### src/rtl/wb_arbiter_if.sv
// Wishbone classic bundle shared by the fetch unit, load/store unit and memory port.
// MASTER drives the request fields; SLAVE returns read data and ACK.
interface wishbone #(
  parameter int XLEN = 32
);
  logic [XLEN-1:0]   adr;
  logic [XLEN-1:0]   dat_w;
  logic [XLEN-1:0]   dat_r;
  logic [XLEN/8-1:0] sel;
  logic              we;
  logic              stb;
  logic              cyc;
  logic              ack;

  modport MASTER (output adr, dat_w, sel, we, stb, cyc, input dat_r, ack);
  modport SLAVE  (input adr, dat_w, sel, we, stb, cyc, output dat_r, ack);
endinterface

### src/rtl/wb_arbiter.sv
// Round-robin two-master Wishbone arbiter (instr = master 0, data = master 1) with a
// bus-hang watchdog that force-terminates unacknowledged transfers and flags the owner.
module wb_arbiter #(
  parameter int XLEN    = 32,
  parameter int TIMEOUT = 255
) (
  input  logic       clk,
  input  logic       rst_n,
  wishbone.SLAVE     instr_bus,
  wishbone.SLAVE     data_bus,
  wishbone.MASTER    mem_bus,
  output logic [1:0] grant,
  output logic       bus_err,
  output logic       err_src
);

  localparam int WDW = $clog2(TIMEOUT + 1);

  // Encoding doubles as the one-hot grant vector.
  typedef enum logic [1:0] {
    IDLE  = 2'b00,
    OWN_I = 2'b01,
    OWN_D = 2'b10
  } state_e;

  typedef struct packed {
    logic [XLEN-1:0]   adr;
    logic [XLEN-1:0]   dat_w;
    logic [XLEN/8-1:0] sel;
    logic              we;
    logic              stb;
    logic              cyc;
  } wb_req_t;

  state_e         state_q, state_d;
  logic           last_q, last_d;
  logic [WDW-1:0] wd_q, wd_d;
  logic           bus_err_q, bus_err_d;
  logic           err_src_q, err_src_d;

  wb_req_t mi, md, own_req;
  logic    req_i, req_d, req_own, req_oth;
  logic    owning, own_sel, expire, done, end_own;

  assign mi = '{instr_bus.adr, instr_bus.dat_w, instr_bus.sel,
                instr_bus.we, instr_bus.stb, instr_bus.cyc};
  assign md = '{data_bus.adr, data_bus.dat_w, data_bus.sel,
                data_bus.we, data_bus.stb, data_bus.cyc};

  assign req_i = mi.cyc & mi.stb;
  assign req_d = md.cyc & md.stb;

  always_comb begin
    own_req = '0;
    owning  = 1'b0;
    own_sel = 1'b0;
    case (state_q)
      OWN_I: begin own_req = mi; owning = 1'b1; own_sel = 1'b0; end
      OWN_D: begin own_req = md; owning = 1'b1; own_sel = 1'b1; end
      default: ;
    endcase
  end

  assign req_own = own_sel ? req_d : req_i;
  assign req_oth = own_sel ? req_i : req_d;
  // A real ACK on the expiry cycle takes precedence over the forced one.
  assign expire  = owning && (wd_q == WDW'(TIMEOUT)) && !mem_bus.ack;
  assign done    = owning && (mem_bus.ack || expire);
  assign end_own = owning && (!own_req.cyc || (done && req_oth) || expire);

  always_comb begin
    state_d   = state_q;
    last_d    = last_q;
    wd_d      = wd_q;
    bus_err_d = bus_err_q | expire;
    err_src_d = expire ? own_sel : err_src_q;

    case (state_q)
      IDLE: begin
        if (req_i && req_d) state_d = last_q ? OWN_I : OWN_D;
        else if (req_i)     state_d = OWN_I;
        else if (req_d)     state_d = OWN_D;
      end
      OWN_I, OWN_D: begin
        if (end_own) begin
          last_d = own_sel;
          if (req_oth)      state_d = own_sel ? OWN_I : OWN_D;
          else if (req_own) state_d = state_q;
          else              state_d = IDLE;
        end
      end
      default: state_d = IDLE;
    endcase

    // Re-grant to the same master still counts as a fresh watchdog window.
    if (state_d != state_q || end_own || mem_bus.ack)
      wd_d = '0;
    else if (owning && own_req.stb && wd_q != WDW'(TIMEOUT))
      wd_d = wd_q + WDW'(1);
  end

  always_ff @(posedge clk or negedge rst_n) begin
    if (!rst_n) begin
      state_q   <= IDLE;
      last_q    <= 1'b0;
      wd_q      <= '0;
      bus_err_q <= 1'b0;
      err_src_q <= 1'b0;
    end else begin
      state_q   <= state_d;
      last_q    <= last_d;
      wd_q      <= wd_d;
      bus_err_q <= bus_err_d;
      err_src_q <= err_src_d;
    end
  end

  assign mem_bus.adr   = own_req.adr;
  assign mem_bus.dat_w = own_req.dat_w;
  assign mem_bus.sel   = own_req.sel;
  assign mem_bus.we    = own_req.we;
  assign mem_bus.stb   = own_req.stb & ~expire;
  assign mem_bus.cyc   = own_req.cyc & ~expire;

  assign instr_bus.ack   = (state_q == OWN_I) && done;
  assign data_bus.ack    = (state_q == OWN_D) && done;
  assign instr_bus.dat_r = ((state_q == OWN_I) && expire) ? '0 : mem_bus.dat_r;
  assign data_bus.dat_r  = ((state_q == OWN_D) && expire) ? '0 : mem_bus.dat_r;

  assign grant   = state_q;
  assign bus_err = bus_err_q;
  assign err_src = err_src_q;

endmodule

### src/flat_wrapper.sv
// flat-port wrapper written by rule: the top's interface ports become plain ports
module wb_arbiter_flat 
#(
  parameter int XLEN    = 32,
  parameter int TIMEOUT = 255
)
  (clk, rst_n, grant, bus_err, err_src, instr_bus_adr, instr_bus_dat_w, instr_bus_sel, instr_bus_we, instr_bus_stb, instr_bus_cyc, instr_bus_dat_r, instr_bus_ack, data_bus_adr, data_bus_dat_w, data_bus_sel, data_bus_we, data_bus_stb, data_bus_cyc, data_bus_dat_r, data_bus_ack, mem_bus_adr, mem_bus_dat_w, mem_bus_sel, mem_bus_we, mem_bus_stb, mem_bus_cyc, mem_bus_dat_r, mem_bus_ack);
  wishbone #(.XLEN(XLEN)) instr_bus_i ();
  wishbone #(.XLEN(XLEN)) data_bus_i ();
  wishbone #(.XLEN(XLEN)) mem_bus_i ();
  input  logic clk;
  input  logic rst_n;
  output logic [1:0] grant;
  output logic bus_err;
  output logic err_src;
  input wire logic [$bits(instr_bus_i.adr)-1:0] instr_bus_adr;
  input wire logic [$bits(instr_bus_i.dat_w)-1:0] instr_bus_dat_w;
  input wire logic [$bits(instr_bus_i.sel)-1:0] instr_bus_sel;
  input wire logic [$bits(instr_bus_i.we)-1:0] instr_bus_we;
  input wire logic [$bits(instr_bus_i.stb)-1:0] instr_bus_stb;
  input wire logic [$bits(instr_bus_i.cyc)-1:0] instr_bus_cyc;
  output wire logic [$bits(instr_bus_i.dat_r)-1:0] instr_bus_dat_r;
  output wire logic [$bits(instr_bus_i.ack)-1:0] instr_bus_ack;
  input wire logic [$bits(data_bus_i.adr)-1:0] data_bus_adr;
  input wire logic [$bits(data_bus_i.dat_w)-1:0] data_bus_dat_w;
  input wire logic [$bits(data_bus_i.sel)-1:0] data_bus_sel;
  input wire logic [$bits(data_bus_i.we)-1:0] data_bus_we;
  input wire logic [$bits(data_bus_i.stb)-1:0] data_bus_stb;
  input wire logic [$bits(data_bus_i.cyc)-1:0] data_bus_cyc;
  output wire logic [$bits(data_bus_i.dat_r)-1:0] data_bus_dat_r;
  output wire logic [$bits(data_bus_i.ack)-1:0] data_bus_ack;
  output wire logic [$bits(mem_bus_i.adr)-1:0] mem_bus_adr;
  output wire logic [$bits(mem_bus_i.dat_w)-1:0] mem_bus_dat_w;
  output wire logic [$bits(mem_bus_i.sel)-1:0] mem_bus_sel;
  output wire logic [$bits(mem_bus_i.we)-1:0] mem_bus_we;
  output wire logic [$bits(mem_bus_i.stb)-1:0] mem_bus_stb;
  output wire logic [$bits(mem_bus_i.cyc)-1:0] mem_bus_cyc;
  input wire logic [$bits(mem_bus_i.dat_r)-1:0] mem_bus_dat_r;
  input wire logic [$bits(mem_bus_i.ack)-1:0] mem_bus_ack;
  assign instr_bus_i.adr = instr_bus_adr;
  assign instr_bus_i.dat_w = instr_bus_dat_w;
  assign instr_bus_i.sel = instr_bus_sel;
  assign instr_bus_i.we = instr_bus_we;
  assign instr_bus_i.stb = instr_bus_stb;
  assign instr_bus_i.cyc = instr_bus_cyc;
  assign instr_bus_dat_r = instr_bus_i.dat_r;
  assign instr_bus_ack = instr_bus_i.ack;
  assign data_bus_i.adr = data_bus_adr;
  assign data_bus_i.dat_w = data_bus_dat_w;
  assign data_bus_i.sel = data_bus_sel;
  assign data_bus_i.we = data_bus_we;
  assign data_bus_i.stb = data_bus_stb;
  assign data_bus_i.cyc = data_bus_cyc;
  assign data_bus_dat_r = data_bus_i.dat_r;
  assign data_bus_ack = data_bus_i.ack;
  assign mem_bus_adr = mem_bus_i.adr;
  assign mem_bus_dat_w = mem_bus_i.dat_w;
  assign mem_bus_sel = mem_bus_i.sel;
  assign mem_bus_we = mem_bus_i.we;
  assign mem_bus_stb = mem_bus_i.stb;
  assign mem_bus_cyc = mem_bus_i.cyc;
  assign mem_bus_i.dat_r = mem_bus_dat_r;
  assign mem_bus_i.ack = mem_bus_ack;
  wb_arbiter #(.XLEN(XLEN), .TIMEOUT(TIMEOUT)) u_core (.clk(clk), .rst_n(rst_n), .instr_bus(instr_bus_i), .data_bus(data_bus_i), .mem_bus(mem_bus_i), .grant(grant), .bus_err(bus_err), .err_src(err_src));
endmodule
### config.mk
export PLATFORM = sky130hd
export DESIGN_NAME = wb_arbiter_flat
export DESIGN_NICKNAME = d
export VERILOG_FILES = /design/src/rtl/wb_arbiter_if.sv /design/src/rtl/wb_arbiter.sv /design/src/flat_wrapper.sv
export SDC_FILE = /design/constraint.sdc
export NUM_CORES = 1
export LEC_CHECK = 0
export ABC_AREA = 1
export CAP_MARGIN = 10
export CELL_PAD_IN_SITES_DETAIL_PLACEMENT = 1
export CELL_PAD_IN_SITES_GLOBAL_PLACEMENT = 1
export CORE_MARGIN = 1.5
export CORE_UTILIZATION = 14
export DETAILED_ROUTE_END_ITERATION = 8
export HOLD_SLACK_MARGIN = 0.06
export PLACE_DENSITY_LB_ADDON = 0.25
export SYNTH_ARGS = -nofsm -noshare
export SYNTH_HDL_FRONTEND = slang
export SYNTH_SLANG_ARGS = --single-unit
### constraint.sdc
create_clock -name clk -period 2.36 [get_ports clk]
set_input_delay 0.472 -clock clk [delete_from_list [all_inputs] [get_ports clk]]
set_output_delay 0.472 -clock clk [all_outputs]
set_load 0.02 [all_outputs]
======== Yosys cells after proc, flatten, opt, wreduce, memory -nomap -nowiden ========
Index checks and enable logic that the tools add are counted.
word-level totals
  output and inout port bits .............. 141
  logic and storage cells ................. 58
  input bits .............................. 177
  register bits after elaboration ......... 13
cells by class
  bitwise gates (word level) .............. 6
  eq/ne operators ......................... 5
  reductions and logical operators ........ 23
  muxes and demuxes ....................... 18
  add/subtract/negate cells ............... 1
operators with widths
  kind                                                  count
  one-hot mux 71 bit (2 select lines)                   1
  2-to-1 mux 32 bit                                     2
  2-to-1 mux 2 bit                                      8
  2-to-1 mux 8 bit                                      2
  logical AND 1 bit                                     12
  adder 8 x 1 -> 8 bit (second input constant)          1
  equality test 8 bit (second input constant)           1
  != test 8 bit (second input constant)                 1
  logical OR 1 bit                                      5
  AND 1 bit                                             4
  2-to-1 mux 1 bit                                      4
  one-hot mux 2 bit (2 select lines)                    1
  equality test 2 x 1 -> 1 bit (second input constant)  1
  equality test 2 bit (second input constant)           1
  logical NOT 1 bit                                     2
  logical NOT 2 bit                                     1
  != test 2 bit                                         1
  AND reduction 2 bit                                   1
  nonzero test 2 bit                                    1
  OR reduction 2 bit                                    1
  inverter 1 bit                                        1
  OR 1 bit                                              1

======== Longest topological paths before layout ========
  word-level depth ........................ 17
  gate-level depth with buffers ........... 17
  mapped depth without buffers ............ 16

======== Worst setup path before layout ========
No wires, ideal clock.
  path kind ............................... reg2out
  from .................................... register u_core.state_q[0] (netlist: u_core.grant[0])
  to ...................................... output port data_bus_dat_r[10]
  setup slack ............................. -127 ps
  arrival ................................. 2015 ps
  stages on the path, launching flop included .. 10
  data required time ...................... 1888 ps
  buffers on the path ..................... 2
  cell sequence ........................... dfrtp_1 inv_1 ha_1 buf_4 inv_4 nor2_4 nand3_4 nor2_1 clkbuf_1 nor2_1
between the ends
  cells in the longest elaborated chain, start to end .. 7
  elaborated cells on any way between the ends .. 8
ends and longest elaborated chain
  item                                                                        line                                 source
  start, declared                                                             wb_arbiter.sv:35                     state_e state_q, state_d;
  start signal, assigned                                                      wb_arbiter.sv:110                    state_q <= state_d;
  equality test 2 bit / equality test 2 x 1 -> 1 bit (equally long branches)  wb_arbiter.sv:57, wb_arbiter.sv:128
  OR reduction 2 bit (no source line)                                         n/a
  2-to-1 mux 1 bit                                                            wb_arbiter.sv:57                     case (state_q)
  logical AND 1 bit (2 in series)                                             wb_arbiter.sv:67                     assign expire = owning && (wd_q == WDW'(TIMEOUT)) && !mem_bus.ack;
  logical AND 1 bit *                                                         wb_arbiter.sv:128                    assign data_bus.dat_r = ((state_q == OWN_D) && expire) ? '0 : mem_bus.dat_r;
  2-to-1 mux 32 bit *                                                         wb_arbiter.sv:128
  end, declared                                                               flat_wrapper.sv:30                   output wire logic [$bits(data_bus_i.dat_r)-1:0] data_bus_dat_r;
Every way passes the cells marked *; elsewhere a longest branch is shown, timed or not.

======== Final worst setup path ========
  from .................................... register u_core.state_q[1] (netlist: u_core.grant[1])
  to ...................................... output port data_bus_dat_r[9]
The elaborated chain is that of the path after synthesis.

==> impl_metrics.json <==
{
  "hp-start": "u_core.bus_err",
  "dp_hpwl_um": 13200,
  "grt_pass1_vias": 4784,
  "fin_util_pct": 39.9,
  "mappedNetlistNets": 643,
  "syn_inst": 461,
  "critPathMostFrequentCell": "nor2_4",
  "postCtsHoldBufs": 0,
  "syn_area_sq_um": 2350,
  "drive_above_1_share_pct": 37.3,
  "dpl_worst_slack_ps": -310,
  "clk_pin_slew_worst_paths_ps": 50,
  "clk-insertion-delay-late_ps": 240,
  "powerDensity_nw_per_um2": 796,
  "hold_viol": 0,
  "dr.pass1.iters": 4,
  "nets": 995,
  "cts_tree": "built",
  "vias": 4333,
  "crit_slowest_cell": "dfrtp_1",
  "ys_types": 29,
  "gp_congestion": 0.856,
  "numCtsBuffers": 3,
  "root_buffer": "clkbuf_16",
  "drtAntennaViolNets": 0,
  "yosysSeqAreaShare_pct": 13.8,
  "grt_overflow": 0,
  "synth_top_area_share_pct": 27.8,
  "wl_per_cell_um": 16.8,
  "drt_iter0_drc": 87,
  "synth-main-ff-cell": "dfrtp_1",
  "layout_commonest_cell": "clkdlybuf4s50_1",
  "required_ps": 1890,
  "antenna_found_initial": 1,
  "failed_checks": "negative setup slack",
  "ir_worst_vdd_mv": 0.378,
  "fin_setup_tns_ps": -429,
  "max_slew_margin_pct": 55.3,
  "synth_warnings": 0,
  "fill_cells": 2050,
  "portBuffers": 317,
  "critPathKind": "reg -> out",
  "setup_ws_ps": -54.3,
  "cts_sinks": 13,
  "crit_buf_inv": 5,
  "die_y_um": 133,
  "slew_viol_final": 0,
  "area_growth_pct": 180,
  "path_max_fanout": 8,
  "coreArea_sq_um": 16500,
  "synth_area_leaders": "nand2_1 28%, a21oi_1 15%, dfrtp_1 14%",
  "synth-seq-cells": 13,
  "r2r-start": "u_core.grant[1]",
  "timing.final.crit_share_pct": 102,
  "drc": 0,
  "grt_usage_pct": 18.4,
  "maxCapViolations": 0,
  "layout_common_cells": "180 x clkdlybuf4s50_1, 168 x nand2_1, 65 x buf_2",
  "status": "finished, violations left",
  "hp-class": "reg -> reg",
  "grt_setup_unrepaired": "yes",
  "synth_edf_count": 0,
  "dieArea_sq_um": 17600,
  "fin_crit_ps": 2410,
  "yosysTopAreaCell": "nand2_1",
  "dieWidth_um": 133,
  "crit_path_cell_trace": "inv_2, ha_4, inv_6, nor2_4, nand3_4, nor2_4, buf_6, buf_16, nor2_4, buf_6",
  "syn_avg_cell_area_sq_um": 5.10,
  "setup_viol": 12,
  "vias_per_cell": 4.19,
  "stdcell_count": 1033,
  "clock.fmax_mhz": 414,
  "ctsLongestPathBuffers": 2,
  "crit_family": "simple AND/OR/NAND/NOR gates",
  "start_kind": "flip-flop",
  "worstSetupStartpoint": "u_core.grant[1]",
  "htreeDepth": 1,
  "place_inst": 1009,
  "leakage_nw": 2.87,
  "wl_um": 17300,
  "worstMarginPinSlew_ps": 668,
  "io_pins": 318,
  "rows": 47,
  "finClkSkew_ps": 3.41,
  "initial_core_util_pct": 14.2,
  "crit_path_end_kind": "output pin",
  "cpPeakStageDelay_ps": 360,
  "cp.arrival_ps": 1940,
  "grt_max_degree": 24,
  "grt_pass1_wl_um": 25800,
  "ys_async_sr_fraction_pct": 100
}
==> registers in the layout (all words and copies together), names as in the netlist <==
register        flops
u_core.wd_q         8
u_core.grant        2
u_core.bus_err      1
u_core.err_src      1
u_core.last_q       1
==> worst reg2reg max path, cell delays in order, from the launching register on <==
cell and delay [ps]:
dfrtp_1 360, inv_2 60, ha_4 280, inv_6 40
nor2_4 110, nand3_4 130, buf_4 160, buf_4 140
nand2_2 80, inv_4 50, nand2_4 70, nand2_1 60
nand2_1 60, nand2_1 60, nand2_1 110, nand3_1 190
nand2_8 180, nor3_2 60
==> cell type report <==
cell class	count	area (sq um)	share of cell area (%)
sequential	13	327	4.95
timing repair buffer	377	3560	53.9
antenna	1	2.50	0.0379
inverter	52	203	3.07
multi-input combinational	366	2150	32.6
tap	220	275	4.17
clock buffer	4	78.8	1.19
==> path summary, 6_finish.rpt <==
kind	to	slack (ps)	cells past startpoint
max	data_bus_dat_r[9]	-50	10
min	u_core.bus_err	470	2
max reg2reg	u_core.wd_q[0]	50	17
min reg2reg	u_core.bus_err	470	2
max in group asynchronous	u_core.grant[0]	1250	1
min in group asynchronous	u_core.bus_err	640	1
==> through the flow <==
stage / hold slack, ps / cell area, sq um / power, mW
finish: 472 / 6600 / 5.25
global route: 518 / 6600 / 5.62
CTS: 488 / 6390 / 5.08
detailed placement: 467 / 6200 / 4.74
global placement: 464 / 6200 / 4.65
floorplan: 176 / 2430 / 2.45
==> Yosys cell counts (all sizes together), types with 2 or more instances <==
| cell type | number |
|---|---|
| nor2 | 74 |
| buf | 8 |
| clkbuf | 22 |
| nor3 | 9 |
| inv | 51 |
| o21ai | 3 |
| xor2 | 5 |
| nand3 | 10 |
| nand4 | 2 |
| nand2 | 181 |
| dfrtp | 13 |
| ha | 5 |
| a21oi | 72 |
==> where the power goes <==
group          internal, mW  total [mW]  switching [mW]
Combinational          1.97        4.65            2.68
Sequential            0.253       0.270          0.0175
Clock                 0.229       0.330           0.102
==> routing by layer <==
layer  GRT usage, %  share of wire [%]  vias to the layer above
met1           18.3                 36                     1982
met3           5.10                8.2                       20
met4           3.60                2.1                        0
li1               -                  -                     2118
met2           37.4                 54                      213
met5              0                  0                        -
==> logic make-up (layout without fill, tap and decap cells) <==
kind of cell    after synthesis  in the layout  synth area share (%)
buf+inv                      82            433                  13.5
xor+xnor                      6              6                  2.23
flops                        13             13                  13.8
other cells                   0              1                     0
simple gates                276            276                  50.5
compound gates               78             78                  16.9
mux                           1              1                 0.426
fa+ha+maj                     5              5                  2.66
==> timing repair <==
action / CTS / global route
setup endpoints to repair: 145 / 109
buffers inserted: 5 / 9
pin swaps: 1 / 14
gates resized for setup: 446 / 269
cloned: 6 / 1
endpoints found under the hold margin: 0 / 0
(Power assumes the default switching activity.)
